### config.mk
export PLATFORM = sky130hd
export DESIGN_NAME = lvds_ddr_word_aligner_flat
export DESIGN_NICKNAME = d
export VERILOG_FILES = /design/src/rtl/lvds_ddr_word_aligner_pkg.sv /design/src/rtl/lvds_ddr_word_aligner_if.sv /design/src/rtl/lvds_ddr_word_aligner_assembler.sv /design/src/rtl/lvds_ddr_word_aligner.sv /design/src/flat_wrapper.sv
export SDC_FILE = /design/constraint.sdc
export NUM_CORES = 1
export LEC_CHECK = 0
export BUFFER_PORTS_ARGS = -buffer_cell sky130_fd_sc_hd__buf_2
export CAP_MARGIN = 20
export CORE_UTILIZATION = 47
export DETAILED_ROUTE_END_ITERATION = 7
export PLACE_DENSITY = 0.79
export SLEW_MARGIN = 10
export SYNTH_ARGS = -nofsm -noshare
export SYNTH_HDL_FRONTEND = slang
export SYNTH_SLANG_ARGS = --single-unit
### constraint.sdc
create_clock -name clk -period 5 [get_ports clk]
set_clock_uncertainty 0.05 [all_clocks]
set_input_delay 1.25 -clock clk [delete_from_list [all_inputs] [get_ports clk]]
set_output_delay 1.25 -clock clk [all_outputs]
set_load 0.03 [all_outputs]
### src/rtl/lvds_ddr_word_aligner_pkg.sv
// Shared types and helpers for the LVDS DDR capture path.
// The FSM state type, the default training word and the per-lane bit-ordering helper.
package lvds_capture_pkg;

    typedef enum logic [2:0] {IDLE, SETTLE, SEARCH, LOCKED, FAILED} align_state_t;

    localparam logic [15:0] TRAIN_PATTERN_DEFAULT = 16'hA53C;

    // Returns {odd, even} bits of one lane's two-bit slot.
    // Phase 1 pairs the current rising bit with the previous falling bit.
    function automatic logic [1:0] word_assemble(
        input logic r,
        input logic f,
        input logic f_prev,
        input logic phase
    );
        return phase ? {f_prev, r} : {r, f};
    endfunction

endpackage

### src/rtl/lvds_ddr_word_aligner_if.sv
// Capture-side bundle between the IDDR wrapper (master) and the word aligner (slave).
// Free-running streaming signals, so there is no backpressure.
interface lvds_ddr_word_aligner_if
    import lvds_capture_pkg::*;
#(
    parameter int N_LANES = 8
);
    logic [N_LANES-1:0]   rise_bits;
    logic [N_LANES-1:0]   fall_bits;
    logic                 align_req;
    logic                 fmt_twos;
    logic [2*N_LANES-1:0] adc_data;
    logic                 adc_valid;
    logic                 locked;
    logic                 align_fail;
    logic                 phase;

    modport master (
        output rise_bits, fall_bits, align_req, fmt_twos,
        input  adc_data, adc_valid, locked, align_fail, phase
    );

    modport slave (
        input  rise_bits, fall_bits, align_req, fmt_twos,
        output adc_data, adc_valid, locked, align_fail, phase
    );
endinterface

### src/rtl/lvds_ddr_word_aligner_assembler.sv
// Two-stage DDR word assembly: input register, phase mux and output format register.
// Latency is 2 clk from the input bits to adc_data_o. It has no backpressure and updates every cycle.
module lvds_ddr_word_assembler
    import lvds_capture_pkg::*;
#(
    parameter int N_LANES = 8
) (
    input  logic                 clk,
    input  logic                 rst_n,
    input  logic [N_LANES-1:0]   rise_bits_i,
    input  logic [N_LANES-1:0]   fall_bits_i,
    input  logic                 phase_i,
    input  logic                 fmt_twos_i,
    output logic [2*N_LANES-1:0] word_o,
    output logic [2*N_LANES-1:0] adc_data_o
);
    localparam int W = 2 * N_LANES;

    logic [N_LANES-1:0] r_q, f_q, f_q2;
    logic [W-1:0]       word;
    logic [W-1:0]       adc_data_d, adc_data_q;

    always_ff @(posedge clk or negedge rst_n) begin
        if (!rst_n) begin
            r_q        <= '0;
            f_q        <= '0;
            f_q2       <= '0;
            adc_data_q <= '0;
        end else begin
            r_q        <= rise_bits_i;
            f_q        <= fall_bits_i;
            f_q2       <= f_q;
            adc_data_q <= adc_data_d;
        end
    end

    for (genvar i = 0; i < N_LANES; i++) begin : g_lane
        assign word[2*i +: 2] = word_assemble(r_q[i], f_q[i], f_q2[i], phase_i);
    end

    // The format option applies only to the output, so the aligner matches the raw word.
    always_comb begin
        adc_data_d        = word;
        adc_data_d[W-1]   = word[W-1] ^ fmt_twos_i;
    end

    assign word_o     = word;
    assign adc_data_o = adc_data_q;
endmodule

### src/rtl/lvds_ddr_word_aligner.sv
// DDR ADC word aligner. It assembles samples, slips phase against a training word and then reports lock or failure.
// Data latency is 2 clk. The block is free-running with no backpressure, and align_req restarts alignment from any state.
module lvds_ddr_word_aligner
    import lvds_capture_pkg::*;
#(
    parameter int                   N_LANES       = 8,
    parameter logic [2*N_LANES-1:0] TRAIN_PATTERN = (2*N_LANES)'(TRAIN_PATTERN_DEFAULT),
    parameter int                   MATCH_COUNT   = 16,
    parameter int                   SLIP_WAIT     = 8,
    parameter int                   MAX_SLIPS     = 4
) (
    input logic                   clk,
    input logic                   rst_n,
    lvds_ddr_word_aligner_if.slave bus
);
    localparam int W  = 2 * N_LANES;
    localparam int MW = $clog2(MATCH_COUNT) + 1;
    localparam int SW = $clog2(SLIP_WAIT) + 1;
    localparam int LW = $clog2(MAX_SLIPS) + 1;

    localparam logic [MW-1:0] MATCH_FULL  = MW'(MATCH_COUNT);
    localparam logic [MW-1:0] MATCH_LAST  = MW'(MATCH_COUNT - 1);
    localparam logic [SW-1:0] SETTLE_LAST = SW'(SLIP_WAIT - 1);
    localparam logic [LW-1:0] SLIP_MAX    = LW'(MAX_SLIPS);

    align_state_t  state_q;
    logic [MW-1:0] match_q;
    logic [SW-1:0] settle_q;
    logic [LW-1:0] slip_q;
    logic          phase_q, locked_q, valid_q, fail_q;
    logic [W-1:0]  word;

    lvds_ddr_word_assembler #(.N_LANES(N_LANES)) u_asm (
        .clk         (clk),
        .rst_n       (rst_n),
        .rise_bits_i (bus.rise_bits),
        .fall_bits_i (bus.fall_bits),
        .phase_i     (phase_q),
        .fmt_twos_i  (bus.fmt_twos),
        .word_o      (word),
        .adc_data_o  (bus.adc_data)
    );

    always_ff @(posedge clk or negedge rst_n) begin
        if (!rst_n) begin
            state_q  <= IDLE;
            match_q  <= '0;
            settle_q <= '0;
            slip_q   <= '0;
            phase_q  <= 1'b0;
            locked_q <= 1'b0;
            valid_q  <= 1'b0;
            fail_q   <= 1'b0;
        end else if (bus.align_req) begin
            // A restart takes priority over everything, including a lock on this very edge.
            state_q  <= SETTLE;
            match_q  <= '0;
            settle_q <= '0;
            slip_q   <= '0;
            phase_q  <= 1'b0;
            locked_q <= 1'b0;
            valid_q  <= 1'b0;
            fail_q   <= 1'b0;
        end else begin
            case (state_q)
                SETTLE: begin
                    if (settle_q == SETTLE_LAST) state_q  <= SEARCH;
                    else                         settle_q <= settle_q + 1'b1;
                end
                SEARCH: begin
                    if (word == TRAIN_PATTERN) begin
                        if (match_q != MATCH_FULL) match_q <= match_q + 1'b1;
                        if (match_q == MATCH_LAST) begin
                            state_q  <= LOCKED;
                            locked_q <= 1'b1;
                            valid_q  <= 1'b1;
                        end
                    end else if (slip_q < SLIP_MAX) begin
                        state_q  <= SETTLE;
                        phase_q  <= ~phase_q;
                        slip_q   <= slip_q + 1'b1;
                        match_q  <= '0;
                        settle_q <= '0;
                    end else begin
                        state_q <= FAILED;
                        fail_q  <= 1'b1;
                    end
                end
                default: ;
            endcase
        end
    end

    assign bus.adc_valid  = valid_q;
    assign bus.locked     = locked_q;
    assign bus.align_fail = fail_q;
    assign bus.phase      = phase_q;
endmodule

### src/flat_wrapper.sv
// flat-port wrapper written by rule: the top's interface ports become plain ports
module lvds_ddr_word_aligner_flat import lvds_capture_pkg::*;
#(
    parameter int                   N_LANES       = 8,
    parameter logic [2*N_LANES-1:0] TRAIN_PATTERN = (2*N_LANES)'(TRAIN_PATTERN_DEFAULT),
    parameter int                   MATCH_COUNT   = 16,
    parameter int                   SLIP_WAIT     = 8,
    parameter int                   MAX_SLIPS     = 4
)
  (clk, rst_n, bus_rise_bits, bus_fall_bits, bus_align_req, bus_fmt_twos, bus_adc_data, bus_adc_valid, bus_locked, bus_align_fail, bus_phase);
  lvds_ddr_word_aligner_if #(.N_LANES(N_LANES)) bus_i ();
  input logic clk;
  input logic rst_n;
  input wire logic [$bits(bus_i.rise_bits)-1:0] bus_rise_bits;
  input wire logic [$bits(bus_i.fall_bits)-1:0] bus_fall_bits;
  input wire logic [$bits(bus_i.align_req)-1:0] bus_align_req;
  input wire logic [$bits(bus_i.fmt_twos)-1:0] bus_fmt_twos;
  output wire logic [$bits(bus_i.adc_data)-1:0] bus_adc_data;
  output wire logic [$bits(bus_i.adc_valid)-1:0] bus_adc_valid;
  output wire logic [$bits(bus_i.locked)-1:0] bus_locked;
  output wire logic [$bits(bus_i.align_fail)-1:0] bus_align_fail;
  output wire logic [$bits(bus_i.phase)-1:0] bus_phase;
  assign bus_i.rise_bits = bus_rise_bits;
  assign bus_i.fall_bits = bus_fall_bits;
  assign bus_i.align_req = bus_align_req;
  assign bus_i.fmt_twos = bus_fmt_twos;
  assign bus_adc_data = bus_i.adc_data;
  assign bus_adc_valid = bus_i.adc_valid;
  assign bus_locked = bus_i.locked;
  assign bus_align_fail = bus_i.align_fail;
  assign bus_phase = bus_i.phase;
  lvds_ddr_word_aligner #(.N_LANES(N_LANES), .TRAIN_PATTERN(TRAIN_PATTERN), .MATCH_COUNT(MATCH_COUNT), .SLIP_WAIT(SLIP_WAIT), .MAX_SLIPS(MAX_SLIPS)) u_core (.clk(clk), .rst_n(rst_n), .bus(bus_i));
endmodule
[Word level (Yosys, flattened, before mapping)]
Cells that the tools add are included.
Operators by class
  $add $sub $neg: 3
  order comparisons: 1
  equal/unequal tests: 14
  muxes and demuxes: 40
  bitwise gates (word level): 2
  reductions and logical operators: 12
Operators by type and width (number)
  $mux W3: 9
  $mux W5: 5
  $eq A16 B16 Y1 const B: 1
  $mux W2: 8
  $mux W4: 4
  $reduce_and A3 Y1: 5
  $mux W1: 12
  $ne A3 B3 Y1 const B: 3
  $pmux W4 S2: 1
  $reduce_bool A2 Y1: 4
  $ne A3 B2 Y1 const B: 2
  $pmux W3 S2: 1
  $reduce_bool A3 Y1: 2
  $add A5 B1 Y5 const B: 1
  $eq A5 B4 Y1 const B: 1
  $ne A5 B5 Y1 const B: 1
  $add A4 B1 Y4 const B: 1
  $eq A4 B3 Y1 const B: 1
  $ne A2 B2 Y1 const B: 2
  $ne A4 B4 Y1 const B: 1
  $reduce_and A4 Y1: 1
  $add A3 B1 Y3 const B: 1
  $eq A3 B1 Y1 const B: 1
  $eq A3 B2 Y1 const B: 1
  3 further kinds: 3
Storage, ports and cells
  flip-flop bits (word level): 58
  bits of input ports: 20
  output and inout port bits: 20
  word-level logic and storage cells: 83

[Logic depth before layout (Yosys ltp)]
Gate-level depths: netlist of the first run.
  depth in word-level cells: 5
  depth in mapped cells: 7
  gate-level depth less buffers: 7

[Cells and area by module]
A second synthesis of the first run with hierarchy kept.
Second synthesis, totals
  cells, all modules: 180
  area total of the unflattened synthesis: 2319.7 µm²
Modules (own cells, without submodules)
  lvds_ddr_word_assembler: times used 1, cells an instance 74, area an instance 1332.5 µm², seq. area each 1001.0 µm²
  lvds_ddr_word_aligner: times used 1, cells an instance 106, area an instance 987.2 µm², seq. area each 450.4 µm²

[Worst setup path after synthesis of the first run]
Ideal clock, no wire load.
  kind: flip-flop to flip-flop
  start point: register u_core.phase_q (netlist: u_core.bus.phase)
  end point: register u_core.match_q[3]
  library setup time: 0.122 ns
  arrival: 1.864 ns
  data required time: 4.828 ns
  path slack: 2.965 ns
  cell stages (with the launch flop): 7
  buffers on the path: 1
  period minus slack after synthesis: 2.035 ns
  cell sequence: dfrtp_1 > or4b_1 > o22ai_1 > o2111a_2 > buf_6 > o21ai_1 > a32o_1
Between the ends
  cells in the longest elaborated chain, start to end: 5
  elaborated cells on any way between the ends: 15
  those cells by class: eq/ne (2); mux (11); reduce/logical (2)
RTL lines
  start, declared: line lvds_ddr_word_aligner.sv:30  | logic phase_q, locked_q, valid_q, fail_q;
  start signal, assigned: line lvds_ddr_word_aligner.sv:80  | phase_q <= ~phase_q;
  $mux W2: line lvds_ddr_word_aligner_pkg.sv:17  | return phase ? {f_prev, r} : {r, f};
  $eq A16 B16 Y1 (*): line lvds_ddr_word_aligner.sv:71  | if (word == TRAIN_PATTERN) begin
  $mux W5: line lvds_ddr_word_aligner.sv:71
  $mux W5: line lvds_ddr_word_aligner.sv:65  | case (state_q)
  $mux W5: line lvds_ddr_word_aligner.sv:54  | end else if (bus.align_req) begin
  end signal, assigned: line lvds_ddr_word_aligner.sv:72  | if (match_q != MATCH_FULL) match_q <= match_q + 1'b1;
  end, declared: line lvds_ddr_word_aligner.sv:27  | logic [MW-1:0] match_q;
Mark *: on every way between the ends. The rest lies on a longest branch, timed or not. The select of a mux whose other input is x is not followed.
A chain may end at the register's enable or synchronous reset.

[Worst setup path after layout of the first run]
  start point: register u_core.phase_q (netlist: u_core.bus.phase)
  end point: output port bus_phase
RTL lines
  end, declared: line flat_wrapper.sv:22  | output wire logic [$bits(bus_i.phase)-1:0] bus_phase;
No word-level cell between the ends.

==> key figures, run 1 <==
Route
  – Routed len/inst: roughly 15 um
  – Final ANT Viol Nets: 0
  – Vias post-DR: between 1500 and 2000
  – Total wire length: approximately 4.4 mm
  – DR iter-0 viols: 130
  – Drt drc: 0
  – Pre-antenna DRT Iters: 4
  – Post-DR vias/cell: around 5.3

GRT
  – First-pass GRT wire length: approximately 7.6 mm
  – Antenna violations before repair: 0
  – Total track usage: 0.192
  – Total gr overflow: 0
  – Vias in the first global route: approximately 1500
  – Largest net degree at the start of global routing: 59

Floorplanning
  – Starting density of the core: 0.497
  – Standard-cell rows: 25
  – Die outline height: 73.3 um
  – Die area: ~0.0054 mm2
  – Die Width: between 70 and 80 um
  – I/O pin count: 40
  – Core ar.: around 0.0048 mm2

Yosys
  – Seq cells post-synth: between 50 and 60
  – Synth Warn #: 0
  – Post-Syn Nets: ~210
  – Cell Area, Synth: roughly 0.0024 mm2
  – Seq/Total Area, Yosys: 0.607
  – EDFF count, synth: 0
  – Main synth FF type: dfrtp_1
  – Syn avg cell area: about 13 um2
  – Distinct cells, synth: 43
  – FFs w/ async S/R, synth: 1.00
  – Gate count of the mapped netlist: 186

STA
  – Fin crit period: 2.89 ns
  – RSZ-0062 raised after global routing: false
  – Maximum clock frequency: between 300 and 400 MHz
  – Final Hold Fails: 0
  – Tcrit/Tclk final: 0.578
  – Max transition margin: 0.418
  – Max-slew violation count: 0
  – Setup total negative slack: 0 ns
  – Final WS setup: 2.11 ns
  – Final setup fails: 0
  – Worst-case hold slack: 0.360 ns
  – Worst-Margin Slew: ~0.87 ns

Clock tree
  – Hold-fix buffers, CTS: 0
  – # H-tree levels: 3
  – CTS Buffer Depth: 2
  – TritonCTS clock tree: yes
  – Number of buffers created by CTS: 9
  – Clock transition at the registers of the reported paths: ~0.060 ns
  – Post-CTS Setup Bufs: 0
  – Worst skew pair latency: 0.34 ns
  – Total clock sinks: just under 60
  – Root Buffer: clkbuf_8
  – PostCTS Resize Cnt: 0

Critical path
  – Worst path slowest cell: dfrtp_1
  – Slowest stage delay, CP: just over 0.9 ns
  – Critical path buffers and inverters: 1
  – Worst path top cell family by delay: flip-flops
  – R2R Path Start: u_core.bus.phase$_DFFE_PN0P_
  – Critical-path maximum fanout: 24
  – Critical Path Start Type: register
  – Crit path from: u_core.bus.phase$_DFFE_PN0P_
  – Crit. End Element: primary output
  – Worst path cell trace: buf_2
  – Critical path required time: 3.70 ns
  – Critical path class: register to primary output
  – Crit path DAT: between 1.5 and 2 ns

Final layout
  – Net count reported at finish: 254
  – Final instance area: ~0.0029 mm2
  – Most common cell after layout, fill and taps aside: dfrtp_1
  – Most frequent cells in the layout: 58 x dfrtp_1, 39 x buf_2, 16 x mux2_2
  – Final Util: 0.594
  – ANT cells: 0
  – Fillers: 418
  – Area Growth Syn to Fin: 19.7%
  – Layout cell share with drive strength beyond 1: 0.333

Place
  – Port-buffer cells: 39
  – Routability-driven placement congestion ratio: between 0.8 and 0.9
  – Pre-CTS setup slack: between 2 and 2.5 ns
  – Cell Area, Placed: 0.00263 mm2
  – Detailed placement HPWL: 2.86 mm

Power and ir drop
  – Pwr dens: between 300 and 400 mW/mm2
  – Leak: between 1 and 1.5 nW
  – Worst vdd rail ir drop: 207 uV

Worst hold path
  – Hold_sp: u_core.u_asm.f_q[5]$_DFF_PN0_
  – Hold Crit Class: register to register

Flow run
  – MaxCap Viol Count: 0

Run status
  – Status: completed
layout make-up:
class	count	area [um2]	share of cell area
inverters	7	26.3	0.00918
clock buffers	12	165	0.0577
flip-flops and latches	58	1450	0.507
well taps	67	83.8	0.0293
clock inverters	4	72.6	0.0253
multi-input cells	113	861	0.301
repair buffers	40	203	0.0708
report_power, final:
part           switching, mW  internal (mW)
combinational         0.0383         0.0216
sequential            0.0133          0.489
clock                  0.178          0.320
total                  0.230          0.831
metal layers:
layer	wire length, um	up-vias	global-route usage	part of all wire
met2	2010	34	0.272	0.46
li1	-	770	-	-
met4	84	0	0.0791	0.019
met5	0	-	0	0
met3	187	8	0.0700	0.043
met1	2090	796	0.267	0.48
cell families (layout without fill, tap and decap cells):
family / count (synthesis) / in the layout / synth area share
AND/OR/NAND/NOR: 50 / 50 / 0.128
XOR/XNOR: 1 / 1 / 0.00366
AO/OA/AOI/OAI: 36 / 36 / 0.106
flip-flops: 58 / 58 / 0.607
buffers and inverters: 15 / 63 / 0.0335
adder cells (fa/ha/maj): 5 / 5 / 0.0262
multiplexers: 21 / 21 / 0.0962
cells in the mapped netlist, types with 2 or more instances:
| cell | instances | share of area |
|---|---|---|
| a21oi_1 | 6 | 0.013 |
| a31oi_1 | 3 | 0.0078 |
| a32o_1 | 4 | 0.017 |
| clkbuf_1 | 3 | 0.0047 |
| dfrtp_1 | 58 | 0.61 |
| ha_1 | 5 | 0.026 |
| inv_1 | 7 | 0.011 |
| mux2_2 | 16 | 0.075 |
| mux2i_1 | 5 | 0.021 |
| nand2_1 | 12 | 0.019 |
| nand3_1 | 2 | 0.0042 |
| nand3b_1 | 4 | 0.013 |
| nand4_1 | 3 | 0.0078 |
| nand4b_1 | 3 | 0.011 |
| nor2_1 | 7 | 0.011 |
| nor2b_1 | 4 | 0.010 |
| nor3_1 | 3 | 0.0063 |
| o211ai_1 | 2 | 0.0063 |
| o21a_1 | 2 | 0.0063 |
| o21ai_0 | 7 | 0.015 |
| o21ai_1 | 2 | 0.0042 |
| o311ai_0 | 2 | 0.0073 |
| o31ai_1 | 4 | 0.013 |
| or4b_1 | 2 | 0.0084 |
| or4bb_1 | 2 | 0.0094 |
worst paths after layout:
kind | to | slack, ns | depth (start not counted)
min in group asynchronous | u_core.u_asm.r_q[7]$_DFF_PN0_ | 0.99 | 2
setup / recovery | bus_phase | 2.11 | 1
hold reg to reg | u_core.u_asm.f_q2[5]$_DFF_PN0_ | 0.36 | 0
hold / removal | u_core.u_asm.f_q2[5]$_DFF_PN0_ | 0.36 | 0
max in group asynchronous | u_core.bus.align_fail$_DFFE_PN0P_ | 3.43 | 2
setup reg to reg | u_core.slip_q[0]$_DFFE_PN0P_ | 2.33 | 5
stage by stage:
step	total power, mW	std cells
finish	1.06	301
global route	1.10	301
CTS	1.07	301
detailed placement	0.571	285
global placement	0.569	285
floorplan	0.539	186
registers in the layout, indices dropped and copies added, names as in the netlist:
register	cells
u_core.u_asm.adc_data_o	16
u_core.u_asm.f_q2	8
u_core.u_asm.f_q	8
u_core.u_asm.r_q	8
u_core.match_q	5
u_core.settle_q	4
u_core.slip_q	3
u_core.state_q	3
u_core.bus.align_fail	1
u_core.bus.locked	1
u_core.bus.phase	1
worst reg2reg max path: cells and delay by family, from the launching register on:
kind | cells | cell delay (ns)
flops | 1 | 0.91
simple gates | 2 | 0.70
compound gates | 2 | 0.60
mux | 1 | 0.29
Note: power is estimated with default switching activity, not from simulation.
==> run 2: changes to the inputs <==
- clock period: 5 -> 3 ns (I/O delays scaled with it)
==> key figures, run 2 (synthesis results as in run 1) <==
Route
  – Post-DR vias/cell: 5.18
  – Pre-antenna DRT Iters: 4
  – Routed len/inst: ~15 um
  – DR iter-0 viols: slightly above 100
  – Final ANT Viol Nets: 0
  – Total wire length: ~4.4 mm
  – Drt drc: 0
  – Vias post-DR: 1564

Worst hold path
  – Hold Crit Class: register to register

Floorplanning
  – Core ar.: between 0.004 and 0.005 mm2
  – Die area: 0.00538 mm2
  – Standard-cell rows: 25
  – Starting density of the core: 0.497
  – Die Width: between 70 and 80 um
  – Die outline height: 73.3 um
  – I/O pin count: 40

STA
  – Final WS setup: 0.695 ns
  – Tcrit/Tclk final: 0.768
  – Worst-Margin Slew: ~0.70 ns
  – Final setup fails: 0
  – Max transition margin: 0.530
  – Setup total negative slack: 0 ns
  – Final Hold Fails: 0
  – RSZ-0062 raised after global routing: false
  – Max-slew violation count: 0
  – Maximum clock frequency: about 430 MHz
  – Fin crit period: 2.31 ns

Critical path
  – Critical path class: register to register
  – Crit path from: u_core.u_asm.r_q[3]$_DFF_PN0_
  – R2R Path Start: u_core.u_asm.r_q[3]$_DFF_PN0_
  – Critical path endpoint: u_core.slip_q[0]$_DFFE_PN0P_
  – R2R Setup Slk: 0.69 ns
  – Reg2reg path depth: 5
  – Critical path required time: 3.17 ns
  – Critical Path Start Type: register
  – Crit. End Element: register
  – Crit path DAT: 2.47 ns
  – Reg2reg end: u_core.slip_q[0]$_DFFE_PN0P_
  – Critical-path maximum fanout: 20

Final layout
  – Layout cell share with drive strength beyond 1: 0.328
  – Area Growth Syn to Fin: 19.5%
  – Most frequent cells in the layout: 58 x dfrtp_1, 39 x buf_2, 16 x mux2_2
  – ANT cells: 0
  – Max FFs per register: 16
  – Net count reported at finish: between 200 and 300
  – Most common cell after layout, fill and taps aside: dfrtp_1

Power and ir drop
  – Leak: approximately 1.3 nW
  – Pwr dens: just over 600 mW/mm2
  – Worst vdd rail ir drop: ~370 uV

Place
  – Detailed placement HPWL: ~2.9 mm
  – Pre-CTS setup slack: between 0.7 and 0.8 ns
  – Port-buffer cells: 39
  – Routability-driven placement congestion ratio: just over 0.8

Clock tree
  – CTS Buffer Depth: 2
  – Post-CTS Setup Bufs: 0
  – PostCTS Resize Cnt: 0
  – # H-tree levels: 3
  – Worst skew pair latency: between 0.3 and 0.4 ns
  – Total clock sinks: a little under 60
  – Number of buffers created by CTS: 9
  – Root Buffer: clkbuf_8
  – TritonCTS clock tree: yes
  – Clock transition at the registers of the reported paths: roughly 0.06 ns
  – Hold-fix buffers, CTS: 0

Run status
  – Status: completed

GRT
  – First-pass GRT wire length: between 7 and 8 mm
  – Largest net degree at the start of global routing: roughly 60
  – Total gr overflow: 0
  – Vias in the first global route: about 1500
  – Total track usage: 0.183
  – Antenna violations before repair: 0

Flow run
  – MaxCap Viol Count: 0
[run 2: cell count changes in the layout (fill, tap and decap cells not counted), sizes merged]
cell      delta
clkbuf       +1
buf          +2
clkinv       -1
clkinvlp     -1
[run 2: layer usage]
layer | global-route usage | up-vias | wire [um]
li1 | - | 767 | -
met1 | 0.231 | 750 | 2010
met2 | 0.289 | 40 | 2140
met3 | 0.0590 | 7 | 193
met4 | 0.0833 | 0 | 82
met5 | 0 | - | 0
[run 2: critical path, cell delays in order (launching register included)]
cell      delay [ns]
dfrtp_1         0.40
or4b_1          0.54
nor4_2          0.23
o2111a_2        0.51
nor2_1          0.16
mux2_2          0.30
[run 2: layout make-up]
| type | instances | area (um2) |
|---|---|---|
| clock buffers | 13 | 159 |
| well taps | 67 | 83.8 |
| fillers | 406 | 1960 |
| clock inverters | 2 | 60.1 |
| repair buffers | 42 | 218 |
| inverters | 7 | 26.3 |
| flip-flops and latches | 58 | 1450 |
| multi-input cells | 113 | 861 |
[run 2: how the worst min path moves through the flow]
stage | startpoint | to | slack (ns) | cells after the start
global placement | u_core.u_asm.f_q[7]$_DFF_PN0_ | u_core.u_asm.f_q2[7]$_DFF_PN0_ | 0.33 | 0
detailed placement | u_core.u_asm.f_q[7]$_DFF_PN0_ | u_core.u_asm.f_q2[7]$_DFF_PN0_ | 0.33 | 0
CTS | u_core.u_asm.f_q[7]$_DFF_PN0_ | u_core.u_asm.f_q2[7]$_DFF_PN0_ | 0.35 | 0
floorplan | u_core.u_asm.f_q[0]$_DFF_PN0_ | u_core.u_asm.f_q2[0]$_DFF_PN0_ | 0.31 | 0
global route | u_core.u_asm.f_q[7]$_DFF_PN0_ | u_core.u_asm.f_q2[7]$_DFF_PN0_ | 0.35 | 0
finish | u_core.u_asm.f_q[7]$_DFF_PN0_ | u_core.u_asm.f_q2[7]$_DFF_PN0_ | 0.35 | 0
[run 2: report_power, final]
| part | total (mW) | switching [mW] | internal (mW) | leakage [nW] |
|---|---|---|---|---|
| clock | 0.791 | 0.282 | 0.509 | 0.110 |
| sequential | 0.836 | 0.0211 | 0.815 | 0.710 |
| combinational | 0.101 | 0.0646 | 0.0362 | 0.443 |
| total | 1.73 | 0.368 | 1.36 | 1.26 |
[run 2: stage by stage]
stage | instances | total power [mW] | area, um2 | util | hold slack, ns
detailed placement | 287 | 0.950 | 2640 | 0.548 | 0.335
finish | 302 | 1.73 | 2860 | 0.594 | 0.347
global route | 302 | 1.79 | 2860 | 0.594 | 0.353
floorplan | 186 | 0.899 | 2390 | - | 0.314
CTS | 302 | 1.75 | 2860 | 0.594 | 0.348
global placement | 287 | 0.948 | 2640 | 0.548 | 0.331
==> run 3: changes to the inputs <==
- PLACE_DENSITY: 0.79 -> 0.81
- clock period: 3 -> 2.1 ns (I/O delays scaled with it)
==> key figures, run 3 (synthesis results as in run 1) <==
Run status
  – Status: completed

Critical path
  – Crit path DAT: roughly 2.2 ns
  – Critical path class: register to register
  – Critical-path maximum fanout: 14
  – Worst path slowest cell: or4b_1
  – Slowest stage delay, CP: 0.54 ns
  – Critical path buffers and inverters: 1
  – Critical Path Start Type: register
  – Reg2reg path depth: 6
  – Worst path top cell family by delay: compound AO/OA/AOI/OAI gates
  – R2R Setup Slk: 0.04 ns
  – Reg2reg end: u_core.match_q[1]$_DFFE_PN0P_
  – R2R Path Start: u_core.u_asm.r_q[5]$_DFF_PN0_
  – Worst path cell trace: or4b_1 > o22ai_1 > o2111a_2 > buf_12 > o21a_1 > o311ai_0
  – Crit. End Element: register
  – Critical path required time: between 2 and 2.5 ns

Final layout
  – Final instance area: roughly 0.003 mm2
  – Net count reported at finish: roughly 270
  – Layout cell share with drive strength beyond 1: 0.371
  – Fillers: around 380
  – Most common cell after layout, fill and taps aside: dfrtp_1
  – Most frequent cells in the layout: 58 x dfrtp_1, 39 x buf_2, 16 x mux2_2
  – ANT cells: 0
  – Max FFs per register: 16
  – Area Growth Syn to Fin: 25.2%

Place
  – Cell Area, Placed: approximately 0.0027 mm2
  – Port-buffer cells: 39
  – Detailed placement HPWL: around 3 mm
  – Routability-driven placement congestion ratio: slightly below 0.8

Floorplanning
  – Die Width: 73.3 um
  – I/O pin count: 40
  – Core ar.: 0.00482 mm2
  – Starting density of the core: 0.497
  – Die outline height: around 73 um
  – Standard-cell rows: 25
  – Die area: ~0.0054 mm2

Clock tree
  – Root Buffer: clkbuf_8
  – Total clock sinks: between 50 and 60
  – CTS Buffer Depth: 2
  – TritonCTS clock tree: yes
  – # H-tree levels: 3
  – Clock transition at the registers of the reported paths: about 0.070 ns
  – Number of buffers created by CTS: 9
  – Hold-fix buffers, CTS: 0
  – Worst skew pair latency: ~0.34 ns

GRT
  – Total track usage: 0.201
  – Total gr overflow: 0
  – Largest net degree at the start of global routing: a little under 60
  – First-pass GRT wire length: about 7.7 mm
  – Antenna violations before repair: 0
  – Vias in the first global route: around 1700

STA
  – Maximum clock frequency: ~480 MHz
  – Final Hold Fails: 0
  – Max transition margin: 0.655
  – Setup total negative slack: 0 ns
  – Max-slew violation count: 0
  – Worst-Margin Slew: 0.513 ns
  – RSZ-0062 raised after global routing: true
  – Final setup fails: 0
  – Fin crit period: slightly above 2 ns
  – Tcrit/Tclk final: 0.982

Power and ir drop
  – Worst vdd rail ir drop: 647 uV
  – Leak: 1.33 nW
  – Pwr dens: 872 mW/mm2
  – Total power: about 2.6 mW

Route
  – Routed len/inst: around 15 um
  – Final ANT Viol Nets: 0
  – Total wire length: 4.63 mm
  – Pre-antenna DRT Iters: 4
  – Post-DR vias/cell: around 5.3
  – DR iter-0 viols: ~110
  – Drt drc: 0
  – Vias post-DR: 1667

Worst hold path
  – Hold Crit Class: primary input to asynchronous set/reset pin

Flow run
  – MaxCap Viol Count: 0
run 3: changes by cell type in the layout (fill, tap and decap cells not counted), sizes merged:
cell and change:
inv +1, bufinv +1, buf +9, clkbuf -4, clkinv +3
run 3: power breakdown:
| part | internal [mW] | total, mW | switching [mW] |
|---|---|---|---|
| sequential | 1.16 | 1.19 | 0.0316 |
| combinational | 0.0585 | 0.154 | 0.0952 |
| clock | 0.797 | 1.26 | 0.466 |
| total | 2.02 | 2.61 | 0.592 |
run 3: repair_timing:
action	CTS	global route
setup buffers	1	2
setup endpoints to repair	2	9
pin swaps	1	4
gates resized for setup	1	1
cloned	0	0
run 3: cell type report:
type	instances	area, um2	share of cell area
Clock buffer	9	124	0.0414
Sequential cell	58	1450	0.485
Inverter	7	26.3	0.00878
Clock inverter	7	125	0.0418
Multi-Input combinational cell	113	873	0.292
Timing Repair Buffer	51	310	0.104
Tap cell	67	83.8	0.0280
run 3: metal layers:
layer,track usage,part of all wire,vias to the layer above
li1,-,-,793
met4,0.109,0.024,0
met2,0.313,0.48,44
met1,0.254,0.45,819
met3,0.0576,0.040,11
met5,0,0,-
run 3: how the worst max path moves through the flow:
stage	endpoint	depth (start not counted)	start
after CTS	u_core.match_q[1]$_DFFE_PN0P_	6	u_core.u_asm.f_q[7]$_DFF_PN0_
after global routing	u_core.match_q[4]$_DFFE_PN0P_	6	u_core.u_asm.r_q[5]$_DFF_PN0_
final	u_core.match_q[1]$_DFFE_PN0P_	6	u_core.u_asm.r_q[5]$_DFF_PN0_
after global placement	u_core.state_q[0]$_DFFE_PN0P_	6	u_core.u_asm.r_q[3]$_DFF_PN0_
after detailed placement	u_core.match_q[4]$_DFFE_PN0P_	6	u_core.u_asm.f_q[7]$_DFF_PN0_
after floorplan	u_core.match_q[3]$_DFFE_PN0P_	6	u_core.bus.phase$_DFFE_PN0P_
run 3: worst reg2reg max path: stages, from the launching register on:
cell and delay (ns):
dfrtp_1 0.40, or4b_1 0.54, o22ai_1 0.19, o2111a_2 0.29, buf_12 0.15, o21a_1 0.16, o311ai_0 0.12
run 3: per-stage QoR:
| stage | utilization | setup slack (ns) | hold slack [ns] | cells |
|---|---|---|---|---|
| after global routing | 0.622 | -0.0475 | 0.149 | 312 |
| after global placement | 0.563 | 0.0687 | 0.322 | 293 |
| after floorplan | - | 0.0648 | 0.179 | 186 |
| final | 0.622 | 0.0369 | 0.127 | 312 |
| after detailed placement | 0.563 | -0.0178 | 0.334 | 293 |
| after CTS | 0.617 | 0.0121 | 0.127 | 310 |
